===== src/rtl/axi4_lite_pkg.sv =====
// Shared AXI4-Lite definitions: response codes and channel FSM state encodings.
package axi4_lite_pkg;

  localparam logic [1:0] RESP_OKAY   = 2'b00;
  localparam logic [1:0] RESP_EXOKAY = 2'b01;
  localparam logic [1:0] RESP_SLVERR = 2'b10;
  localparam logic [1:0] RESP_DECERR = 2'b11;

  // Write channel FSM
  localparam logic W_IDLE = 1'b0;
  localparam logic W_RESP = 1'b1;

  // Read channel FSM
  localparam logic R_IDLE = 1'b0;
  localparam logic R_DATA = 1'b1;

endpackage


===== src/rtl/axi4_lite_regfile.sv =====
// Register bank: strobe-masked synchronous write port, combinational read port,
// and a flattened view of every register.
module axi4_lite_regfile #(
  parameter int unsigned DATA_WIDTH = 32,
  parameter int unsigned NUM_REGS   = 16,
  parameter int unsigned IDX_W      = $clog2(NUM_REGS)
) (
  input  logic                           i_clk,
  input  logic                           i_rst_n,
  input  logic                           i_we,
  input  logic [IDX_W-1:0]               i_widx,
  input  logic [DATA_WIDTH-1:0]          i_wdata,
  input  logic [DATA_WIDTH/8-1:0]        i_wstrb,
  input  logic [IDX_W-1:0]               i_ridx,
  output logic [DATA_WIDTH-1:0]          o_rdata,
  output logic [NUM_REGS*DATA_WIDTH-1:0] o_regs
);

  localparam int unsigned STRB_W = DATA_WIDTH / 8;

  logic [DATA_WIDTH-1:0] r_regs [NUM_REGS];

  // Clear on reset; otherwise update only the strobed bytes of the addressed register
  always_ff @(posedge i_clk or negedge i_rst_n) begin
    if (!i_rst_n) begin
      for (int unsigned i = 0; i < NUM_REGS; i++) begin
        r_regs[i] <= '0;
      end
    end else if (i_we) begin
      for (int unsigned b = 0; b < STRB_W; b++) begin
        if (i_wstrb[b]) begin
          r_regs[i_widx][b*8 +: 8] <= i_wdata[b*8 +: 8];
        end
      end
    end
  end

  assign o_rdata = r_regs[i_ridx];

  // Flatten the bank so reg i sits at bits [i*DATA_WIDTH +: DATA_WIDTH]
  always_comb begin
    o_regs = '0;
    for (int unsigned i = 0; i < NUM_REGS; i++) begin
      o_regs[i*DATA_WIDTH +: DATA_WIDTH] = r_regs[i];
    end
  end

endmodule


===== src/rtl/axi4_lite_slave.sv =====
// AXI4-Lite responder over a bank of memory-mapped registers. Independent write
// (AW/W/B) and read (AR/R) channel FSMs; out-of-range accesses get SLVERR.
module axi4_lite_slave
  import axi4_lite_pkg::*;
#(
  parameter int unsigned ADDRESS_WIDTH = 32,
  parameter int unsigned DATA_WIDTH    = 32,
  parameter int unsigned NUM_REGS      = 16
) (
  input  logic                           ACLK,
  input  logic                           ARESETN,
  input  logic [ADDRESS_WIDTH-1:0]       S_AXI_AWADDR,
  input  logic                           S_AXI_AWVALID,
  output logic                           S_AXI_AWREADY,
  input  logic [DATA_WIDTH-1:0]          S_AXI_WDATA,
  input  logic [DATA_WIDTH/8-1:0]        S_AXI_WSTRB,
  input  logic                           S_AXI_WVALID,
  output logic                           S_AXI_WREADY,
  output logic [1:0]                     S_AXI_BRESP,
  output logic                           S_AXI_BVALID,
  input  logic                           S_AXI_BREADY,
  input  logic [ADDRESS_WIDTH-1:0]       S_AXI_ARADDR,
  input  logic                           S_AXI_ARVALID,
  output logic                           S_AXI_ARREADY,
  output logic [DATA_WIDTH-1:0]          S_AXI_RDATA,
  output logic [1:0]                     S_AXI_RRESP,
  output logic                           S_AXI_RVALID,
  input  logic                           S_AXI_RREADY,
  output logic [NUM_REGS*DATA_WIDTH-1:0] regs_out
);

  localparam int unsigned STRB_W   = DATA_WIDTH / 8;
  localparam int unsigned ADDR_LSB = $clog2(STRB_W);
  localparam int unsigned IDX_W    = $clog2(NUM_REGS);

  // Write channel state
  logic                     r_wstate;
  logic                     r_aw_held;
  logic                     r_w_held;
  logic [ADDRESS_WIDTH-1:0] r_awaddr;
  logic [DATA_WIDTH-1:0]    r_wdata;
  logic [STRB_W-1:0]        r_wstrb;
  logic [1:0]               r_bresp;

  // Read channel state
  logic                     r_rstate;
  logic [DATA_WIDTH-1:0]    r_rdata;
  logic [1:0]               r_rresp;

  logic                     w_aw_hs;
  logic                     w_w_hs;
  logic                     w_commit;
  logic [ADDRESS_WIDTH-1:0] w_waddr;
  logic [DATA_WIDTH-1:0]    w_wdata;
  logic [STRB_W-1:0]        w_wstrb;
  logic [ADDRESS_WIDTH-1:0] w_wr_word;
  logic [IDX_W-1:0]         w_wr_idx;
  logic                     w_wr_oor;

  logic                     w_ar_hs;
  logic [ADDRESS_WIDTH-1:0] w_rd_word;
  logic [IDX_W-1:0]         w_rd_idx;
  logic                     w_rd_oor;
  logic [DATA_WIDTH-1:0]    w_rf_rdata;

  // READY outputs come only from state and holding flags
  assign S_AXI_AWREADY = (r_wstate == W_IDLE) && !r_aw_held;
  assign S_AXI_WREADY  = (r_wstate == W_IDLE) && !r_w_held;
  assign S_AXI_ARREADY = (r_rstate == R_IDLE);

  assign S_AXI_BVALID  = (r_wstate == W_RESP);
  assign S_AXI_BRESP   = r_bresp;
  assign S_AXI_RVALID  = (r_rstate == R_DATA);
  assign S_AXI_RDATA   = r_rdata;
  assign S_AXI_RRESP   = r_rresp;

  assign w_aw_hs = S_AXI_AWVALID && S_AXI_AWREADY;
  assign w_w_hs  = S_AXI_WVALID  && S_AXI_WREADY;

  // A held beat takes priority; otherwise use the beat handshaking this cycle
  assign w_waddr = r_aw_held ? r_awaddr : S_AXI_AWADDR;
  assign w_wdata = r_w_held  ? r_wdata  : S_AXI_WDATA;
  assign w_wstrb = r_w_held  ? r_wstrb  : S_AXI_WSTRB;

  assign w_commit = (r_wstate == W_IDLE) &&
                    (r_aw_held || w_aw_hs) && (r_w_held || w_w_hs);

  // Word address: low bits index the bank, anything above it is out of range
  assign w_wr_word = w_waddr >> ADDR_LSB;
  assign w_wr_idx  = w_wr_word[IDX_W-1:0];
  assign w_wr_oor  = (w_wr_word >> IDX_W) != '0;

  assign w_ar_hs   = S_AXI_ARVALID && S_AXI_ARREADY;
  assign w_rd_word = S_AXI_ARADDR >> ADDR_LSB;
  assign w_rd_idx  = w_rd_word[IDX_W-1:0];
  assign w_rd_oor  = (w_rd_word >> IDX_W) != '0;

  axi4_lite_regfile #(
    .DATA_WIDTH (DATA_WIDTH),
    .NUM_REGS   (NUM_REGS),
    .IDX_W      (IDX_W)
  ) u_regfile (
    .i_clk   (ACLK),
    .i_rst_n (ARESETN),
    .i_we    (w_commit && !w_wr_oor),
    .i_widx  (w_wr_idx),
    .i_wdata (w_wdata),
    .i_wstrb (w_wstrb),
    .i_ridx  (w_rd_idx),
    .o_rdata (w_rf_rdata),
    .o_regs  (regs_out)
  );

  // Write FSM: collect AW and W in any order, commit once both are present, then hold B until accepted
  always_ff @(posedge ACLK or negedge ARESETN) begin
    if (!ARESETN) begin
      r_wstate  <= W_IDLE;
      r_aw_held <= 1'b0;
      r_w_held  <= 1'b0;
      r_awaddr  <= '0;
      r_wdata   <= '0;
      r_wstrb   <= '0;
      r_bresp   <= RESP_OKAY;
    end else if (r_wstate == W_IDLE) begin
      if (w_commit) begin
        r_wstate  <= W_RESP;
        r_bresp   <= w_wr_oor ? RESP_SLVERR : RESP_OKAY;
        r_aw_held <= 1'b0;
        r_w_held  <= 1'b0;
      end else begin
        if (w_aw_hs) begin
          r_aw_held <= 1'b1;
          r_awaddr  <= S_AXI_AWADDR;
        end
        if (w_w_hs) begin
          r_w_held <= 1'b1;
          r_wdata  <= S_AXI_WDATA;
          r_wstrb  <= S_AXI_WSTRB;
        end
      end
    end else if (S_AXI_BREADY) begin
      r_wstate <= W_IDLE;
    end
  end

  // Read FSM: register data/response on AR, hold R until accepted
  always_ff @(posedge ACLK or negedge ARESETN) begin
    if (!ARESETN) begin
      r_rstate <= R_IDLE;
      r_rdata  <= '0;
      r_rresp  <= RESP_OKAY;
    end else if (r_rstate == R_IDLE) begin
      if (w_ar_hs) begin
        r_rstate <= R_DATA;
        r_rdata  <= w_rd_oor ? '0 : w_rf_rdata;
        r_rresp  <= w_rd_oor ? RESP_SLVERR : RESP_OKAY;
      end
    end else if (S_AXI_RREADY) begin
      r_rstate <= R_IDLE;
    end
  end

endmodule


===== config.mk =====
export PLATFORM = sky130hd
export DESIGN_NAME = axi4_lite_slave
export DESIGN_NICKNAME = d
export VERILOG_FILES = /design/src/rtl/axi4_lite_pkg.sv /design/src/rtl/axi4_lite_regfile.sv /design/src/rtl/axi4_lite_slave.sv
export SDC_FILE = /design/constraint.sdc
export NUM_CORES = 1
export LEC_CHECK = 0
export ABC_AREA = 1
export CELL_PAD_IN_SITES_DETAIL_PLACEMENT = 1
export CELL_PAD_IN_SITES_GLOBAL_PLACEMENT = 1
export CORE_UTILIZATION = 40
export CTS_CLUSTER_SIZE = 24
export DETAILED_ROUTE_END_ITERATION = 6
export GPL_ROUTABILITY_DRIVEN = 0
export HOLD_SLACK_MARGIN = 0.1
export PLACE_DENSITY = 0.95
export SYNTH_ARGS = -nofsm -noshare
export SYNTH_HDL_FRONTEND = slang
export SYNTH_HIERARCHICAL = 1
export SYNTH_SLANG_ARGS = --single-unit

===== constraint.sdc =====
create_clock -name ACLK -period 3.8 [get_ports ACLK]
set_input_delay 0.38 -clock ACLK [delete_from_list [all_inputs] [get_ports ACLK]]
set_output_delay 0.38 -clock ACLK [all_outputs]
set_load 0.01 [all_outputs]

==> summary.md <==
| Metric | Value |
|---|---|
| Status | `complete, no violations` |
| Number of global-route vias before repair | `34200` |
| Pwr Total | `17.6 mW` |
| Routed via count | `32400` |
| Worst slew pin tran | `1.14 ns` |
| Post-route cell area | `39300 sq um` |
| Hold depth | `3` |
| Syn avg cell area | `7.58 sq um` |
| Register area share after synthesis | `51.6%` |
| Post-synthesis instance area | `29900 sq um` |
| GRT Resource Usage Total | `38.6%` |
| Cts repair resizes | `0` |
| Initial antenna violation count | `7` |
| Initial Util | `40.7%` |
| Largest net degree at the start of global routing | `142` |
| Worst-path cell chain | `inv_2 > nand3_1 > o21ai_0 > nand4_1 > nor2_1 > nand2_1 > inv_1 > nand2_1 > nand2_1 > o21ai_0` |
| Core Region | `73500 sq um` |
| Pwr dens | `446 nW/um^2` |
| Pleak | `17.8 nW` |
| DR iter-0 viols | `3434` |
| Reg2reg path depth | `10` |
| PnR worst setup slack | `0.392 ns` |
| Minimum clock period | `3.41 ns` |
| Most common cell on crit path | `nand2_1` |
| Peak VDD IR | `0.000527 V` |
| Port Buffers | `653` |
| Max-Cap Viols | `0` |
| Nets | `4625` |
| CP Launch Type | `flop` |
| Routed WL | `149 mm` |
| CTS Sinks | `616` |
| Max-slew violations | `0` |
| Max-slew headroom | `23.6%` |
| # rows | `99` |
| Post-route DRC | `0` |
| Synth Instances | `3946` |
| Largest cells by area after synthesis | `dfrtp_1 52%, nand2_1 18%, o21ai_0 9.8%` |
| First-pass GRT wire length | `218 mm` |
| Dpl cells | `5405` |
| WL/cell | `26.9 um` |
| CP required | `4.21 ns` |
| Post-route ant nets | `0` |
| Synth area leader | `dfrtp_1` |
| CTS tree | `yes` |
| Max Fanout on Critical Path | `16` |
| CP Class | `flop to flop` |
| Worst-case clock buffer depth | `3` |
| Placed cell area | `37100 sq um` |
| 1st-pass router iterations | `6` |
| Layout area overhead | `31.6%` |
| Die Height | `275 um` |
| Setup repair after global routing missed its margin | `no` |
| Final Hold Viols | `0` |
| Worst setup EP type | `flop` |
| Final TNS setup | `0 ns` |
| Clock root buffer | `clkbuf_16` |
| Critical Path AT | `3.82 ns` |
| Clock transition at path regs | `0.06 ns` |
| Area share of the largest cell type after synthesis | `51.6%` |
| FF+latch count, synth | `616` |
| Ys Warns | `6` |
| # IOs | `660` |
| Max Freq | `293 MHz` |
| Post-Route Skew | `0.0266 ns` |
| Setup WS pre-CTS | `0.291 ns` |
| Vias per Instance | `5.85` |
| Post-detail-place hpwl | `99.5 mm` |
| Class of the worst hold path | `input pin to flop` |
| Die ar. | `75800 sq um` |
| CP max stage cell | `nand2_1` |
| Slowest stage delay, CP | `0.57 ns` |
| Die Wd | `275 um` |
| Final setup fails | `0` |
| Final cell count without fillers | `5532` |
| Layout cells sized above 1 | `5.38%` |
| Inserted Clock Buffers | `69` |
| Yosys cell types | `29` |
| Later-pin clock latency in the skew report | `0.61 ns` |
| Final period util | `89.7%` |
| Grt ovf | `0` |
| H-tree Lvls | `3` |
layout by cell type, fill, tap and decap left out, types with 2 or more instances in the layout:
cell type        instances
nand3_1                395
conb_1                   2
nand2_1               1443
clkinv_2                10
a21oi_1                 10
clkdlybuf4s50_1        648
o21ai_0                585
o21ai_2                 36
buf_4                   74
dfrtp_1                615
nand4_1                  6
clkinvlp_4               2
nor3_1                   2
clkbuf_8                15
nor2_1                  76
clkbuf_16               70
buf_12                  12
buf_2                    2
o21ai_1                 21
inv_2                    4
clkbuf_1                16
bufinv_16                3
inv_1                  500
inv_6                    5
diode_2                  4
repair_timing:
item,4_1_cts,5_1_grt
endpoints found under the hold margin,87,0
setup buffers,0,0
hold buffers,1,0
routing by layer:
layer  share of wire, %  wire, um  track usage (%)
met1                 36     52800             44.7
met4                8.2     12300             29.5
met5              0.017        26                0
met3                9.1     13600             8.79
met2                 47     69900             62.4
synth_stat cells:
library cell,n
a21boi_1,1
o22ai_1,1
buf_1,25
buf_6,38
nor2_2,1
nand4_4,1
a21oi_1,10
buf_2,95
nand3b_1,1
nand2_4,1
nand4_1,6
dfrtp_1,616
clkbuf_1,71
o21ai_4,1
conb_1,1
o21ba_2,1
nor3b_4,1
inv_2,4
nand2_1,1443
o21ai_1,21
nor3_1,2
buf_4,9
clkbuf_2,1
nor2_1,76
o21ai_2,36
inv_1,502
a21oi_4,1
o21ai_0,585
nand3_1,395
cells by family after synthesis:
family,count (synthesis),synth area share [%]
AO/OA/AOI/OAI,657,11.6
AND/OR/NAND/NOR,1927,26.1
other,1,0.0125
flip-flops,616,51.6
buffers and inverters,745,10.8
worst paths after layout:
path / slack, ns / to / start
max: 0.39 / u_regfile/o_regs[76] / r_aw_held
min: 0.35 / r_awaddr[12] / S_AXI_AWADDR[12]
max reg2reg: 0.39 / u_regfile/o_regs[76] / r_aw_held
min reg2reg: 0.48 / S_AXI_RDATA[10] / S_AXI_RDATA[10]
max in group asynchronous: 2.13 / u_regfile/o_regs[302] / ARESETN
min in group asynchronous: 0.46 / u_regfile/o_regs[53] / ARESETN
registers in the layout (all words and copies together), names as in the netlist:
| signal | cells |
|---|---|
| u_regfile/o_regs | 512 |
| S_AXI_RDATA | 32 |
| r_wdata | 32 |
| r_awaddr | 30 |
| r_wstrb | 4 |
| S_AXI_BRESP | 1 |
| S_AXI_BVALID | 1 |
| S_AXI_RRESP | 1 |
| S_AXI_RVALID | 1 |
| r_aw_held | 1 |
| r_w_held | 1 |
final cells by class:
cell class,count,area (sq um)
flip-flops and latches,616,15400
clock buffers,100,2000
well taps,959,1200
diodes,4,10.0
fillers,8889,34100
repair buffers,739,7330
multi-input cells,2586,11300
inverters,506,1910
clock inverters,22,224
critical path: cells and delay by family, from the launching register on:
| family | cells | cell delay, ns |
|---|---|---|
| buffers and inverters | 2 | 0.77 |
| AO/OA/AOI/OAI | 2 | 0.46 |
| AND/OR/NAND/NOR | 6 | 1.46 |
| flip-flops | 1 | 0.50 |
where the power goes:
group | internal [mW] | switching [mW] | leakage [nW] | total, mW
Clock | 3.89 | 2.94 | 1.10 | 6.83
Combinational | 0.721 | 2.86 | 8.24 | 3.58
Sequential | 6.90 | 0.241 | 8.48 | 7.15
through the flow:
stage,hold WS [ns],util [%]
3_3_place_gp,0.462,50.5
5_1_grt,0.341,53.6
4_1_cts,0.316,53.6
3_5_place_dp,0.468,50.5
2_1_floorplan,0.0844,-
6_report,0.349,53.6
(Power assumes the default switching activity.)
